$ cat src/rtl/pe_grant_decoder_if.sv
// pe_grant_decoder_if: lane-set, priority-encoder and grant handshake bundle
// master = decoder side (pe_grant_decoder), slave = lanes/encoder/downstream side
interface pe_grant_decoder_if #(
  parameter int WIDTH = 8,
  parameter int IDX_W = 3
);
  logic set_valid;
  logic [WIDTH-1:0] set_mask;
  logic [WIDTH-1:0] pe_in;
  logic pe_request;
  logic pe_work;
  logic [IDX_W-1:0] pe_index;
  logic grant_valid;
  logic grant_ready;
  logic [WIDTH-1:0] grant_onehot;
  logic [IDX_W-1:0] grant_index;
  logic [WIDTH-1:0] pending;
  logic busy;
  logic timeout_err;
  logic check_err;
  modport master (
    input set_valid, set_mask, pe_work, pe_index, grant_ready,
    output pe_in, pe_request, grant_valid, grant_onehot, grant_index,
    output pending, busy, timeout_err, check_err
  );
  modport slave (
    output set_valid, set_mask, pe_work, pe_index, grant_ready,
    input pe_in, pe_request, grant_valid, grant_onehot, grant_index,
    input pending, busy, timeout_err, check_err
  );
endinterface

$ cat src/rtl/pe_grant_decoder.sv
// pe_grant_decoder: BCP pending-flag requester and priority-encoder grant decoder
// Ports: clock (rising edge), reset_n (synchronous, active-low), bus (master modport):
//   set_valid/set_mask in; pe_in/pe_request out; pe_work/pe_index in;
//   grant_valid/grant_onehot/grant_index out, grant_ready in;
//   pending/busy/timeout_err/check_err out. All outputs are registered.
// PE_GRANT_CHECK_EN: when defined, flags encoder results inconsistent with pe_in.
module pe_grant_decoder #(
  parameter int WIDTH = 8,
  parameter int IDX_W = 3,
  parameter int WAIT_MAX = 15
) (
  input logic clock,
  input logic reset_n,
  pe_grant_decoder_if.master bus
);
  localparam int CW = $clog2(WAIT_MAX + 1);
  typedef enum logic [1:0] {IDLE, REQ, GRANT} state_t;
  state_t state, state_nx;
  logic [CW-1:0] wait_cnt;
  logic [IDX_W-1:0] idx;
  logic capture, expire;
  logic [WIDTH-1:0] clr, pending_nx;
  always_comb begin
    idx = bus.pe_index;
    capture = state == REQ && !bus.pe_work;
    expire = state == REQ && bus.pe_work && wait_cnt == CW'(WAIT_MAX - 1);
    clr = capture ? WIDTH'(1) << idx : '0;
    // set is ORed after the clear so a re-armed lane stays pending
    pending_nx = (bus.pending & ~clr) | (bus.set_valid ? bus.set_mask : '0);
    state_nx = state == IDLE ? (bus.pending != '0 ? REQ : IDLE) :
               state == REQ ? (capture ? GRANT : expire ? IDLE : REQ) :
               (bus.grant_ready ? IDLE : GRANT);
  end
  always_ff @(posedge clock) begin
    if (!reset_n) begin
      state <= IDLE;
      wait_cnt <= '0;
      bus.pending <= '0;
      bus.pe_in <= '0;
      bus.pe_request <= 1'b1;
      bus.grant_valid <= 1'b0;
      bus.grant_onehot <= '0;
      bus.grant_index <= '0;
      bus.timeout_err <= 1'b0;
      bus.busy <= 1'b0;
    end else begin
      state <= state_nx;
      bus.pending <= pending_nx;
      bus.busy <= state_nx != IDLE || pending_nx != '0;
      if (state == IDLE && bus.pending != '0) begin
        bus.pe_in <= bus.pending;
        bus.pe_request <= 1'b0;
        wait_cnt <= '0;
      end
      if (state == REQ && bus.pe_work) wait_cnt <= wait_cnt + CW'(1);
      if (capture) begin
        bus.grant_index <= idx;
        bus.grant_onehot <= clr;
        bus.grant_valid <= 1'b1;
        bus.pe_request <= 1'b1;
      end
      if (expire) begin
        bus.pe_request <= 1'b1;
        bus.timeout_err <= 1'b1;
      end
      if (state == GRANT && bus.grant_ready) begin
        bus.grant_valid <= 1'b0;
        bus.grant_onehot <= '0;
      end
    end
  end
`ifdef PE_GRANT_CHECK_EN
  logic [WIDTH-1:0] from_idx;
  // a correct highest-priority result leaves exactly bit 0 after the shift
  always_comb from_idx = bus.pe_in >> idx;
  always_ff @(posedge clock) begin
    if (!reset_n) bus.check_err <= 1'b0;
    else if (capture && from_idx != WIDTH'(1)) bus.check_err <= 1'b1;
  end
`else
  assign bus.check_err = 1'b0;
`endif
endmodule
$ cat src/flat_wrapper.sv
// flat-port wrapper written by rule: the top's interface ports become plain ports
module pe_grant_decoder_flat 
#(
  parameter int WIDTH = 8,
  parameter int IDX_W = 3,
  parameter int WAIT_MAX = 15
)
  (clock, reset_n, bus_set_valid, bus_set_mask, bus_pe_work, bus_pe_index, bus_grant_ready, bus_pe_in, bus_pe_request, bus_grant_valid, bus_grant_onehot, bus_grant_index, bus_pending, bus_busy, bus_timeout_err, bus_check_err);
  pe_grant_decoder_if #(.WIDTH(WIDTH), .IDX_W(IDX_W)) bus_i ();
  input logic clock;
  input logic reset_n;
  input wire logic [$bits(bus_i.set_valid)-1:0] bus_set_valid;
  input wire logic [$bits(bus_i.set_mask)-1:0] bus_set_mask;
  input wire logic [$bits(bus_i.pe_work)-1:0] bus_pe_work;
  input wire logic [$bits(bus_i.pe_index)-1:0] bus_pe_index;
  input wire logic [$bits(bus_i.grant_ready)-1:0] bus_grant_ready;
  output wire logic [$bits(bus_i.pe_in)-1:0] bus_pe_in;
  output wire logic [$bits(bus_i.pe_request)-1:0] bus_pe_request;
  output wire logic [$bits(bus_i.grant_valid)-1:0] bus_grant_valid;
  output wire logic [$bits(bus_i.grant_onehot)-1:0] bus_grant_onehot;
  output wire logic [$bits(bus_i.grant_index)-1:0] bus_grant_index;
  output wire logic [$bits(bus_i.pending)-1:0] bus_pending;
  output wire logic [$bits(bus_i.busy)-1:0] bus_busy;
  output wire logic [$bits(bus_i.timeout_err)-1:0] bus_timeout_err;
  output wire logic [$bits(bus_i.check_err)-1:0] bus_check_err;
  assign bus_i.set_valid = bus_set_valid;
  assign bus_i.set_mask = bus_set_mask;
  assign bus_i.pe_work = bus_pe_work;
  assign bus_i.pe_index = bus_pe_index;
  assign bus_i.grant_ready = bus_grant_ready;
  assign bus_pe_in = bus_i.pe_in;
  assign bus_pe_request = bus_i.pe_request;
  assign bus_grant_valid = bus_i.grant_valid;
  assign bus_grant_onehot = bus_i.grant_onehot;
  assign bus_grant_index = bus_i.grant_index;
  assign bus_pending = bus_i.pending;
  assign bus_busy = bus_i.busy;
  assign bus_timeout_err = bus_i.timeout_err;
  assign bus_check_err = bus_i.check_err;
  pe_grant_decoder #(.WIDTH(WIDTH), .IDX_W(IDX_W), .WAIT_MAX(WAIT_MAX)) u_core (.clock(clock), .reset_n(reset_n), .bus(bus_i));
endmodule
$ cat config.mk
export PLATFORM = sky130hd
export DESIGN_NAME = pe_grant_decoder_flat
export DESIGN_NICKNAME = d
export VERILOG_FILES = /design/src/rtl/pe_grant_decoder_if.sv /design/src/rtl/pe_grant_decoder.sv /design/src/flat_wrapper.sv
export SDC_FILE = /design/constraint.sdc
export NUM_CORES = 1
export LEC_CHECK = 0
export CORE_MARGIN = 4
export CORE_UTILIZATION = 45
export CTS_CLUSTER_DIAMETER = 30
export DETAILED_ROUTE_END_ITERATION = 8
export GPL_TIMING_DRIVEN = 1
export PLACE_DENSITY = 0.78
export SKIP_CTS_REPAIR_TIMING = 1
export SYNTH_ARGS = -nofsm -noshare
export SYNTH_HDL_FRONTEND = slang
export SYNTH_SLANG_ARGS = --single-unit
$ cat constraint.sdc
create_clock -name clock -period 2.1 [get_ports clock]
set_clock_uncertainty 0.15 [all_clocks]
set_input_delay 0.63 -clock clock [delete_from_list [all_inputs] [get_ports clock]]
set_output_delay 0.63 -clock clock [all_outputs]
set_load 0.03 [all_outputs]
Yosys cells after proc, flatten, opt, wreduce, memory -nomap -nowiden
Cells that the tools add are included.
Word-level totals
  register bits: 37
  word-level logic and storage cells: 43
  output and inout bits: 32
  bits of input ports: 16
Operators by class
  shift-type cells: 1
  $add $sub $neg: 1
  reductions and logical operators: 14
  bitwise gates (word level): 4
  multiplexer cells: 10
  equality and inequality tests: 3
Operators with widths (count)
  2-to-1 mux 8 bit: 2
  nonzero test 8 bit: 2
  AND 8 bit: 1
  2-to-1 mux 2 bit: 4
  2-to-1 mux 4 bit: 2
  NOT 8 bit: 1
  bitwise OR 8 bit: 1
  left shift 1 x 3 -> 8 bit, first input constant: 1
  logical AND 1 bit: 5
  adder 4 x 1 -> 4 bit, second input constant: 1
  == test 4 bit, second input constant: 1
  nonzero test 2 bit: 2
  OR reduction 3 bit: 1
  == test 2 x 1 -> 1 bit, second input constant: 1
  == test 2 bit, second input constant: 1
  zero test 2 bit: 1
  2-to-1 mux 1 bit: 2
  OR reduction 2 bit: 1
  zero test 1 bit: 1
  logical OR 1 bit: 1
  NOT 1 bit: 1

Longest topological paths before layout
  depth in word-level cells: 9
  depth in mapped cells: 6
  depth with buffers taken out: 6

Worst setup path before layout
Ideal clock, no wire load.
  path kind: in2reg
  start point: input bus_pe_work
  end point: register u_core.bus.busy
  data required time: 1819 ps
  data arrival time: 1653 ps
  path buffers: 1
  library setup time: 131 ps
  stages: 6
  setup slack: 166 ps
  cells stage by stage: or3b_1 buf_6 o31ai_4 nand2_2 nor3_2 a31oi_1
On the way
  word-level cells in the longest chain between the ends: 8
  elaborated cells on any way between the ends: 15
  classes of those cells: 5 x mux; 3 x bitwise; 7 x reduce/logical
Ends and longest elaborated chain
  start, declared: line flat_wrapper.sv:14  | input wire logic [$bits(bus_i.pe_work)-1:0] bus_pe_work;
  zero test 1 bit or logical AND 1 bit (tied branches): line pe_grant_decoder.sv:25, pe_grant_decoder.sv:26
  logical AND 1 bit, on equally long branches: line pe_grant_decoder.sv:25, pe_grant_decoder.sv:26
  2-to-1 mux 8 bit or 2-to-1 mux 1 bit (tied branches): line pe_grant_decoder.sv:27, pe_grant_decoder.sv:31
  NOT 8 bit or 2-to-1 mux 2 bit (tied branches): line pe_grant_decoder.sv:29, pe_grant_decoder.sv:31
  AND 8 bit or 2-to-1 mux 2 bit (tied branches): line pe_grant_decoder.sv:29, pe_grant_decoder.sv:31
  bitwise OR 8 bit or 2-to-1 mux 2 bit (tied branches): line pe_grant_decoder.sv:29, pe_grant_decoder.sv:30
  nonzero test 8 bit or nonzero test 2 bit (tied branches): line pe_grant_decoder.sv:49  | bus.busy <= state_nx != IDLE || pending_nx != '0;
  logical OR 1 bit (*): line pe_grant_decoder.sv:49
  end signal, assigned: line pe_grant_decoder.sv:45  | bus.busy <= 1'b0;
  end signal, assigned: line pe_grant_decoder.sv:49
  end, declared: line pe_grant_decoder_if.sv:24  | output pending, busy, timeout_err, check_err
Mark *: on every way between the ends. The rest lies on a longest branch, timed or not.
A chain may end at the register's enable or synchronous reset.

Worst setup path in the final report
  start point: input bus_pe_index[0]
  end point: register u_core.bus.busy
On the way
  word-level cells in the longest chain between the ends: 7
Ends and longest elaborated chain
  start, declared: line flat_wrapper.sv:15  | input wire logic [$bits(bus_i.pe_index)-1:0] bus_pe_index;
  left shift 1 x 3 -> 8 bit: line pe_grant_decoder.sv:27  | clr = capture ? WIDTH'(1) << idx : '0;
  2-to-1 mux 8 bit: line pe_grant_decoder.sv:27
  NOT 8 bit: line pe_grant_decoder.sv:29  | pending_nx = (bus.pending & ~clr) | (bus.set_valid ? bus.set_mask : '0);
  AND 8 bit: line pe_grant_decoder.sv:29
  bitwise OR 8 bit: line pe_grant_decoder.sv:29
  nonzero test 8 bit: line pe_grant_decoder.sv:49
  logical OR 1 bit: line pe_grant_decoder.sv:49
Every way passes these cells.

==> results.py <==
metrics = {
    "status": {
        "status": "completed",
    },
    "die": {
        "die_area_um2": 4287,
        "die_w_um": 65.48,
        "pin_count": 48,
        "die_height_um": 65.48,
        "core_region_area_um2": 3103,
        "start_util": 0.4790,
        "rows": 20,
    },
    "finish": {
        "fin_util": 0.7266,
        "area_growth_pct": 51.68,
        "fin_nets": 240,
        "drive_gt1_frac": 0.1441,
        "n_fill_cell": 252,
        "diodes": 0,
    },
    "synth": {
        "netlist_area_um2": 1486,
        "async_reset_ff_frac": 0,
        "yosys_warnings": 0,
        "ys_seq_area_frac": 0.4983,
        "synth_fp_nets": 174,
        "synth_most_common_cell": "dfxtp_1",
        "synth_area_leaders": "dfxtp_1 (50%), mux2i_1 (6.7%), nor2_1 (5.6%)",
        "syn_inst": 156,
        "synth_cell_type_count": 37,
        "synth_top_area_share": 0.4983,
        "ys_seq_elements": 37,
        "synthTopCellsByCount": "dfxtp_1 (37), nor2_1 (22), nand2_1 (16)",
        "syn_avg_cell_area_um2": 9.528,
        "yosys.area.top_type": "dfxtp_1",
        "synth_ff_type": "dfxtp_1",
        "synth_edf_count": 0,
    },
    "worst_hold_path": {
        "hold_depth": 2,
        "hold_class": "reg2reg",
        "hp-start": "u_core.bus.grant_valid",
    },
    "global_routing": {
        "first_global_vias": 1444,
        "grt_pass1_wl_um": 6617,
        "grt_max_degree": 17,
        "grtUsageTotal": 0.2037,
        "grt_overflow_total": 0,
        "antenna_found_initial": 0,
    },
    "setup_path": {
        "endpoint_kind": "flop",
        "worstPathMaxFanout": 6,
        "cp-startpoint": "bus_pe_index[0]",
        "worstPathArrival_ns": 2.06,
        "slowest_stage": "clkdlybuf4s50_1",
        "start_kind": "input pin",
        "ff2ff_path_depth": 6,
        "crit_type": "in2reg",
        "path_cells": "clkdlybuf4s50_1 > nor2b_1 > nand2_1 > a22o_1 > nor4_1 > a31oi_1",
        "cpPeakStageDelay_ns": 0.51,
        "r2r_start": "u_core.bus.pending[6]",
        "crit_required_ns": 2.17,
    },
    "drt": {
        "drc_errors": 0,
        "drt-total-wl_um": 4096,
        "vias": 1358,
        "drt-initial-drc-count": 53,
        "routedWlPerCell_um": 15.40,
        "via_per_inst": 5.105,
        "firstDrtPassIters": 4,
        "ant_nets": 0,
    },
    "sta": {
        "rsz0062_at_grt": "no",
        "fmax_ghz": 0.5032,
        "drv_slew": 0,
        "finalSetupViolations": 0,
        "period_minus_slack_ns": 1.987,
        "setup_ws_ns": 0.1126,
        "period_share": 0.9464,
        "hold_violations": 0,
    },
    "place": {
        "preCtsSetupSlack_ns": -0.4092,
        "io_buffers": 46,
        "post-dp-hpwl_um": 3011,
        "place_congestion": 0.8000,
    },
    "clock_tree": {
        "cts_buffers": 5,
        "cts.sink_count": 37,
        "tritoncts": "built",
        "cts.htree.levels": 2,
        "cts-root-buf": "clkbuf_4",
        "clock_path_buffers": 2,
        "path_clk_slew_ns": 0.10,
        "clkLatencyLatePin_ns": 0.34,
    },
    "pwr": {
        "vdd_drop_max_v": 0.0005142,
        "leakage_nw": 1.401,
        "p_per_area_nw_per_um2": 677.9,
    },
    "job": {
        "drv_cap": 0,
    },
}
cell usage in the layout (no fill, tap or decap), types with 2 or more instances in the layout:
cell type / count
a21oi_1: 9
a22o_1: 7
a22oi_1: 2
and2_1: 9
buf_4: 20
clkbuf_4: 5
clkdlybuf4s50_1: 13
dfxtp_1: 37
dlymetal6s2s_1: 33
ha_1: 2
inv_1: 4
mux2i_1: 10
nand2_1: 16
nand2b_1: 2
nand3_1: 3
nor2_1: 22
nor2b_1: 2
nor3_1: 2
nor4_1: 3
xor2_1: 2
cell type report:
type | count | area (µm²) | share of cell area
inverter | 4 | 15.01 | 0.006659
tap | 44 | 55.05 | 0.02442
multi-input combinational | 108 | 695.7 | 0.3085
sequential | 37 | 740.7 | 0.3285
clock buffer | 7 | 55.05 | 0.02442
timing repair buffer | 66 | 693.2 | 0.3074
registers in the layout, indices dropped and copies added, names as in the netlist:
name                     count
u_core.bus.pe_in             8
u_core.bus.timeout_err       1
u_core.bus.pe_request        1
u_core.bus.pending           8
u_core.bus.grant_valid       1
u_core.bus.grant_index       3
u_core.bus.busy              1
u_core.bus.grant_onehot      8
u_core.wait_cnt              4
u_core.state                 2
power by group:
group | switching [W] | total [W] | internal [W] | leakage (nW)
logic | 0.000205 | 0.000379 | 0.000174 | 1.07
registers | 0.0000305 | 0.000772 | 0.000741 | 0.302
clock network | 0.000220 | 0.000378 | 0.000158 | 0.0314
total | 0.000455 | 0.00153 | 0.00107 | 1.40
cell families (layout without fill, tap and decap cells):
kind of cell / count (synthesis) / in the layout / synth area share
buf+inv: 11 / 77 / 0.03704
simple gates: 67 / 67 / 0.2349
xor+xnor: 2 / 2 / 0.01179
flops: 37 / 37 / 0.4983
other cells: 1 / 1 / 0.002523
fa+ha+maj: 2 / 2 / 0.01683
mux: 10 / 10 / 0.06734
compound gates: 26 / 26 / 0.1313
worst paths after layout:
path / end / slack [ns]
min: u_core.bus.grant_valid / 0.30
min reg2reg: u_core.bus.grant_valid / 0.30
max: u_core.bus.busy / 0.11
max reg2reg: u_core.bus.busy / 0.30
layer usage:
metal  global-route usage  wire length, µm  up-vias  share of wire
met3              0.07179              230        6          0.056
met2               0.3540             2085       45           0.51
li1                     -                -      668              -
met5                    0                0        -              0
met4              0.06736               48        0          0.012
met1               0.2310             1730      639           0.42
worst max-delay path: cells and delay by family:
family	cells	cell delay [ns]
buffers and inverters	1	0.51
AND/OR/NAND/NOR	3	0.60
AO/OA/AOI/OAI	2	0.33
stage by stage:
step	power (W)	TNS (ns)	cell area [µm²]	instances	hold slack (ns)
after floorplan	0.001004	0	1486	156	0.3299
after global placement	0.001159	-3.276	2117	259	0.2859
after detailed placement	0.001169	-4.083	2117	259	0.2954
after CTS	0.001548	-2.335	2172	266	0.3133
after global routing	0.001604	0	2255	266	0.3409
final	0.001528	0	2255	266	0.3047
No activity file was read; power rests on OpenSTA's default activity.
